--- src/rtl/multibyte_add_seq.sv ---
// Multi-byte add sequencer: stages wide operands one byte at a time, LSB first, through an
// external 8-bit combinational adder. Define MULTIBYTE_ADD_SEQ_SUB_EN to add the in_sub port.
module multibyte_add_seq #(
  parameter int unsigned NBYTES = 4,
  parameter int unsigned SETTLE = 1
) (
  input  logic                clk,
  input  logic                rst,
  input  logic                in_valid,
  output logic                in_ready,
  input  logic [8*NBYTES-1:0] in_a,
  input  logic [8*NBYTES-1:0] in_b,
  input  logic                in_cin,
`ifdef MULTIBYTE_ADD_SEQ_SUB_EN
  input  logic                in_sub,
`endif
  output logic [7:0]          add_x,
  output logic [7:0]          add_y,
  output logic                add_c0,
  input  logic [7:0]          add_sum,
  input  logic                add_c8,
  output logic                out_valid,
  input  logic                out_ready,
  output logic [8*NBYTES-1:0] res_sum,
  output logic                res_cout,
  output logic                res_ovf
);

  localparam int unsigned W    = 8 * NBYTES;
  localparam int unsigned IdxW = (NBYTES > 1) ? $clog2(NBYTES) : 1;
  localparam int unsigned CntW = (SETTLE > 0) ? $clog2(SETTLE + 1) : 1;
  localparam logic [IdxW-1:0] LastIdx   = IdxW'(NBYTES - 1);
  localparam logic [CntW-1:0] SettleCnt = CntW'(SETTLE);

  typedef enum logic [1:0] {StIdle, StAdd, StDone} state_e;

  state_e          state_q, state_d;
  logic [W-1:0]    a_q, a_d;
  logic [W-1:0]    b_q, b_d;
  logic            carry_q, carry_d;
  logic            sub_q, sub_d;
  logic [IdxW-1:0] idx_q, idx_d;
  logic [CntW-1:0] cnt_q, cnt_d;
  logic [W-1:0]    res_sum_q, res_sum_d;
  logic            res_cout_q, res_cout_d;
  logic            res_ovf_q, res_ovf_d;

  logic        sub_in;
  logic [7:0]  b_byte;
  logic        b_msb_eff;
  int unsigned byte_base;

`ifdef MULTIBYTE_ADD_SEQ_SUB_EN
  assign sub_in = in_sub;
`else
  assign sub_in = 1'b0;
`endif

  always_comb begin
    state_d    = state_q;
    a_d        = a_q;
    b_d        = b_q;
    carry_d    = carry_q;
    sub_d      = sub_q;
    idx_d      = idx_q;
    cnt_d      = cnt_q;
    res_sum_d  = res_sum_q;
    res_cout_d = res_cout_q;
    res_ovf_d  = res_ovf_q;
    in_ready   = 1'b0;
    out_valid  = 1'b0;
    add_x      = 8'h00;
    add_y      = 8'h00;
    add_c0     = 1'b0;
    byte_base  = 32'(idx_q) * 8;
    b_byte     = sub_q ? ~b_q[byte_base +: 8] : b_q[byte_base +: 8];
    // Overflow is judged against the operand actually fed to the adder.
    b_msb_eff  = b_q[W-1] ^ sub_q;

    unique case (state_q)
      StIdle: begin
        in_ready = 1'b1;
        if (in_valid) begin
          a_d     = in_a;
          b_d     = in_b;
          sub_d   = sub_in;
          carry_d = sub_in ? 1'b1 : in_cin;
          idx_d   = '0;
          cnt_d   = '0;
          state_d = StAdd;
        end
      end
      StAdd: begin
        add_x  = a_q[byte_base +: 8];
        add_y  = b_byte;
        add_c0 = carry_q;
        if (cnt_q == SettleCnt) begin
          res_sum_d[byte_base +: 8] = add_sum;
          carry_d = add_c8;
          cnt_d   = '0;
          if (idx_q == LastIdx) begin
            res_cout_d = add_c8;
            res_ovf_d  = (a_q[W-1] == b_msb_eff) && (add_sum[7] != a_q[W-1]);
            state_d    = StDone;
          end else begin
            idx_d = idx_q + IdxW'(1);
          end
        end else begin
          cnt_d = cnt_q + CntW'(1);
        end
      end
      StDone: begin
        out_valid = 1'b1;
        if (out_ready) state_d = StIdle;
      end
      default: state_d = StIdle;
    endcase
  end

  always_ff @(posedge clk) begin
    if (rst) begin
      state_q    <= StIdle;
      a_q        <= '0;
      b_q        <= '0;
      carry_q    <= 1'b0;
      sub_q      <= 1'b0;
      idx_q      <= '0;
      cnt_q      <= '0;
      res_sum_q  <= '0;
      res_cout_q <= 1'b0;
      res_ovf_q  <= 1'b0;
    end else begin
      state_q    <= state_d;
      a_q        <= a_d;
      b_q        <= b_d;
      carry_q    <= carry_d;
      sub_q      <= sub_d;
      idx_q      <= idx_d;
      cnt_q      <= cnt_d;
      res_sum_q  <= res_sum_d;
      res_cout_q <= res_cout_d;
      res_ovf_q  <= res_ovf_d;
    end
  end

  assign res_sum  = res_sum_q;
  assign res_cout = res_cout_q;
  assign res_ovf  = res_ovf_q;

endmodule

--- config.mk ---
export PLATFORM = sky130hd
export DESIGN_NAME = multibyte_add_seq
export DESIGN_NICKNAME = d
export VERILOG_FILES = /design/src/rtl/multibyte_add_seq.sv
export SDC_FILE = /design/constraint.sdc
export NUM_CORES = 1
export LEC_CHECK = 0
export CAP_MARGIN = 20
export CORE_MARGIN = 10
export CORE_UTILIZATION = 60
export DETAILED_ROUTE_END_ITERATION = 12
export DONT_BUFFER_PORTS = 1
export GPL_TIMING_DRIVEN = 0
export PLACE_DENSITY = 0.72
export SETUP_SLACK_MARGIN = 0.02
export SYNTH_ARGS = -nofsm -noshare
export SYNTH_HDL_FRONTEND = slang
export SYNTH_SLANG_ARGS = --single-unit
export TNS_END_PERCENT = 20
--- constraint.sdc ---
create_clock -name clk -period 2.2 [get_ports clk]
set_input_delay 0.33 -clock clk [delete_from_list [all_inputs] [get_ports clk]]
set_output_delay 0.33 -clock clk [all_outputs]
set_load 0.03 [all_outputs]
======== After elaboration in Yosys (flattened, before gate mapping) ========
Cells that the tools add are included.
word-level totals
  output and inout bits ................... 53
  logic and storage cells ................. 57
  input port bits ......................... 78
  register bits ........................... 104
operators by class
  shift operators ......................... 4
  eq/ne operators ......................... 10
  reduce and logical (&&, ||, !) cells .... 10
  multiplexer cells ....................... 21
  add/subtract/negate cells ............... 3
operators with widths
  cell                     number
  $shiftx 32x6->8          2
  $neg 5->34               1
  $shift 8x34->32 const A  1
  $shiftx 8x34->32         1
  $bwmux 32                1
  $mux 8                   2
  $mux 2                   7
  $ne 2x2->1 const B       5
  $reduce_and 4->1         2
  $mux 1                   7
  $pmux 2 s3               1
  $reduce_and 2->1         3
  $reduce_and 3->1         2
  $eq 2x2->1 const B       2
  $pmux 1 s2               2
  $pmux 2 s2               1
  $add 2x1->2 const B      1
  $eq 2x1->1 const B       1
  $logic_not 2->1          1
  $reduce_bool 2->1        1
  $add 1x1->1 const B      1
  $eq 1x1->1               1
  $logic_and 1x1->1        1
  $ne 1x1->1               1

======== Depth between registers and ports, before layout ========
  depth after elaboration ................. 4
  mapped depth ............................ 8
  depth with buffers taken out ............ 5

======== Least setup slack after synthesis ========
OpenSTA, ideal clock, no wires.
  kind .................................... register -> register
  start ................................... register idx_q[1]
  end ..................................... register res_sum_q[24] (netlist: res_sum[24])
  path slack .............................. 0.297 ns
  arrival time ............................ 1.814 ns
  stages on the path, launching flop included .. 8
  required time ........................... 2.111 ns
  path through ............................ dfxtp_1 -> buf_2 -> buf_2 -> inv_1 -> ha_1 -> nor2_1 -> nand4b_4 -> o32ai_2
on the way
  cells in the longest elaborated chain, start to end .. 3
  elaborated cells on any way between the ends .. 4
  those cells by class .................... add/sub (1); shift (2); mux (1)
ends and longest elaborated chain
  item                                                 RTL line  RTL
  from (decl)                                          42        logic [IdxW-1:0] idx_q, idx_d;
  from (signal assigned)                               138       idx_q <= idx_d;
  $neg 5->34 *                                         98        res_sum_d[byte_base +: 8] = add_sum;
  $shiftx 8x34->32 or $shift 8x34->32 (tied branches)  98
  $bwmux 32 *                                          98
  to (signal assigned)                                 140       res_sum_q <= res_sum_d;
  to (decl)                                            44        logic [W-1:0] res_sum_q, res_sum_d;
Every way passes the cells marked *; elsewhere a longest branch is shown, timed or not.
A chain may end at the register's enable or synchronous reset.

======== Worst setup path in the final report ========
  start ................................... register idx_q[0]
  end ..................................... output port add_x[4]
on the way
  cells in the longest elaborated chain, start to end .. 2
ends and longest elaborated chain
  item             RTL line  RTL
  $shiftx 32x6->8  94        add_x = a_q[byte_base +: 8];
  $mux 8           80        unique case (state_q)
  to (decl)        17        output logic [7:0] add_x,
Every way passes these cells.

==> impl_metrics.yaml <==
logic_synthesis:
  avgSynthCellArea_um2: 9.185
  ys.flop_type: "dfxtp_1"
  synth_edf_count: 0
  synthTopCellsByArea: "dfxtp_1 46%, nand2_1 11%, mux4_2 7.9%"
  yosysUniqueCellTypes: 33
  async_flop_share: 0
  seq_area_frac_synth: 0.4570
  yosysTopAreaCell: "dfxtp_1"
  synth_area_um2: 4556
  syn_nets: 579
  synth_most_common_cell: "nand2_1"
  synth_top_area_frac: 0.4570
  syn_inst: 496
  ys_ff_latch: 104
  yosys_warnings: 0
  yosys-top-cells-count: "130 x nand2_1, 104 x dfxtp_1, 69 x a21oi_1"
worst_hold_path:
  hold_path_class: "input port to flop"
  hold_depth: 2
worst_setup_path:
  end_kind: "output pin"
  cpMaxStageDelayCell: "mux4_2"
  crit_type: "flop to output pin"
  cp.arrival_ns: 1.82
  required_ns: 1.87
  ff2ff_path_depth: 6
  cpPeakStageDelay_ns: 0.49
  cpLargestDelayFamily: "multiplexers"
  path_buf_inv: 2
  path_cells: "buf_6 -> buf_8 -> mux4_2 -> and2_2"
  critPathMaxFanout: 10
  startpoint_type: "flop"
  cp_num_cells: 4
floorplanning:
  io_pins: 131
  chipHeight_um: 107.1
  start_util: 0.6214
  fp-row-count: 31
  die_area_um2: 11480
  die_w_um: 107.1
  core_area_um2: 7331
placement:
  globalplace.congestion: 0.7846
  placed_area_um2: 4679
  dp_cells: 595
  port_buffers: 0
  hpwlAfterDp_um: 9109
final_layout:
  diodes: 0
  drive_gt1_frac: 0.1777
  fillers: 624
  nets: 590
  fin_area_um2: 4933
  area_growth_pct: 8.294
  fin_cells: 611
cts:
  cts_made_buffers: 9
  clk_latency_ns: 0.37
  ctsHoldBuffers: 0
  clk_path_buf_depth: 2
  cts-htree-levels: 3
  clkTransAtPathRegs_ns: 0.10
  clockRootBuffer: "clkbuf_8"
  cts_tree: "built"
  cts.sinks: 104
route:
  drtIter0Drc: 127
  via_per_inst: 5.710
  vias: 3489
  drc: 0
  drt_pre_antenna_iters: 5
  drt.antenna.violating_nets: 0
  drt_wl_total_um: 12080
  post_drt_wl_per_cell_um: 19.76
global_route:
  grt_pass1_vias: 3439
  track_usage: 0.2050
  antenna_found_initial: 0
  grt_overflow_total: 0
  grt_max_degree: 18
  grt_pass1_wl_um: 18500
sta:
  rsz0062_at_grt: "true"
  fin_crit_sh: 0.9760
  max_freq_ghz: 0.4657
  final.min_clock_period_ns: 2.147
  fin_skew_ns: 0.008710
  hold_violations: 0
  finalMaxSlewViolations: 0
  setup-violations-final: 0
  slew_headroom: 0.5612
  worst_pin_slew_ns: 0.6569
power:
  p_leak_nw: 1.791
  vdd_drop_max_v: 0.0004547
  powerDensity_nw_per_um2: 716.5
  finalPower_w: 0.003535
outcome:
  status: "finished, final reports clean"
flow_run:
  drv_cap: 0
[cell type report]
class / instances / area (um^2) / share of cell area
plain buffers: 42 / 289.0 / 0.05858
clock buffers: 11 / 151.4 / 0.03069
clock inverters: 5 / 37.54 / 0.007608
inverters: 36 / 135.1 / 0.02739
multi-input cells: 314 / 2113 / 0.4284
flip-flops and latches: 104 / 2083 / 0.4223
well taps: 99 / 123.9 / 0.02511
[through the flow]
step	TNS, ns	setup slack [ns]	hold slack, ns	util
global placement	-0.5330	-0.07381	0.4401	0.6383
CTS	0	0.01356	0.07279	0.6692
detailed placement	-2.661	-0.1589	0.4438	0.6383
global route	-0.01613	-0.01613	0.07320	0.6730
floorplan	0	0.2972	0.4331	-
finish	0	0.05275	0.08116	0.6730
[final timing paths]
path,from,endpoint,slack [ns]
setup / recovery,idx_q[0],add_x[4],0.05
setup reg to reg,idx_q[1],idx_q[1],0.16
hold / removal,in_a[8],a_q[8],0.08
hold reg to reg,a_q[28],a_q[28],0.46
[logic make-up after synthesis]
| kind of cell | count (synthesis) | synth area share |
|---|---|---|
| fa+ha+maj | 5 | 0.01373 |
| mux | 19 | 0.08569 |
| compound gates | 107 | 0.1618 |
| buf+inv | 78 | 0.08871 |
| simple gates | 183 | 0.1931 |
| flops | 104 | 0.4570 |
[power breakdown]
group          internal, W  switching, W  total, W
clock network     0.000480      0.000662   0.00114
registers          0.00196     0.0000482   0.00201
logic             0.000146      0.000237  0.000384
[cell usage in the layout (no fill, tap or decap), drive strengths merged, types with 2 or more instances in the layout]
cell,instances
nor2,10
nand4,3
a21oi,69
and4b,4
and2,17
dfxtp,104
buf,28
inv,38
nor2b,3
ha,5
nand2b,10
nand2,130
mux4,16
mux2i,3
clkbuf,25
o32ai,32
clkinvlp,2
[per-layer routing]
layer	part of all wire	GRT usage	up-vias
met5	0	0	-
met4	0.0082	0.05222	0
met3	0.11	0.09102	10
met2	0.49	0.3412	113
met1	0.39	0.2348	1655
li1	-	-	1711
[state kept, by name, indices dropped and copies added (netlist names)]
name	count
idx_q	2
res_sum	32
state_q	2
res_ovf	1
b_q	32
res_cout	1
a_q	32
cnt_q	1
carry_q	1
[repair_timing]
item / in CTS / in global routing
gates resized for setup: 20 / 16
endpoints found under the setup margin: 50 / 14
buffers inserted: 0 / 0
No activity file was read; power rests on OpenSTA's default activity.
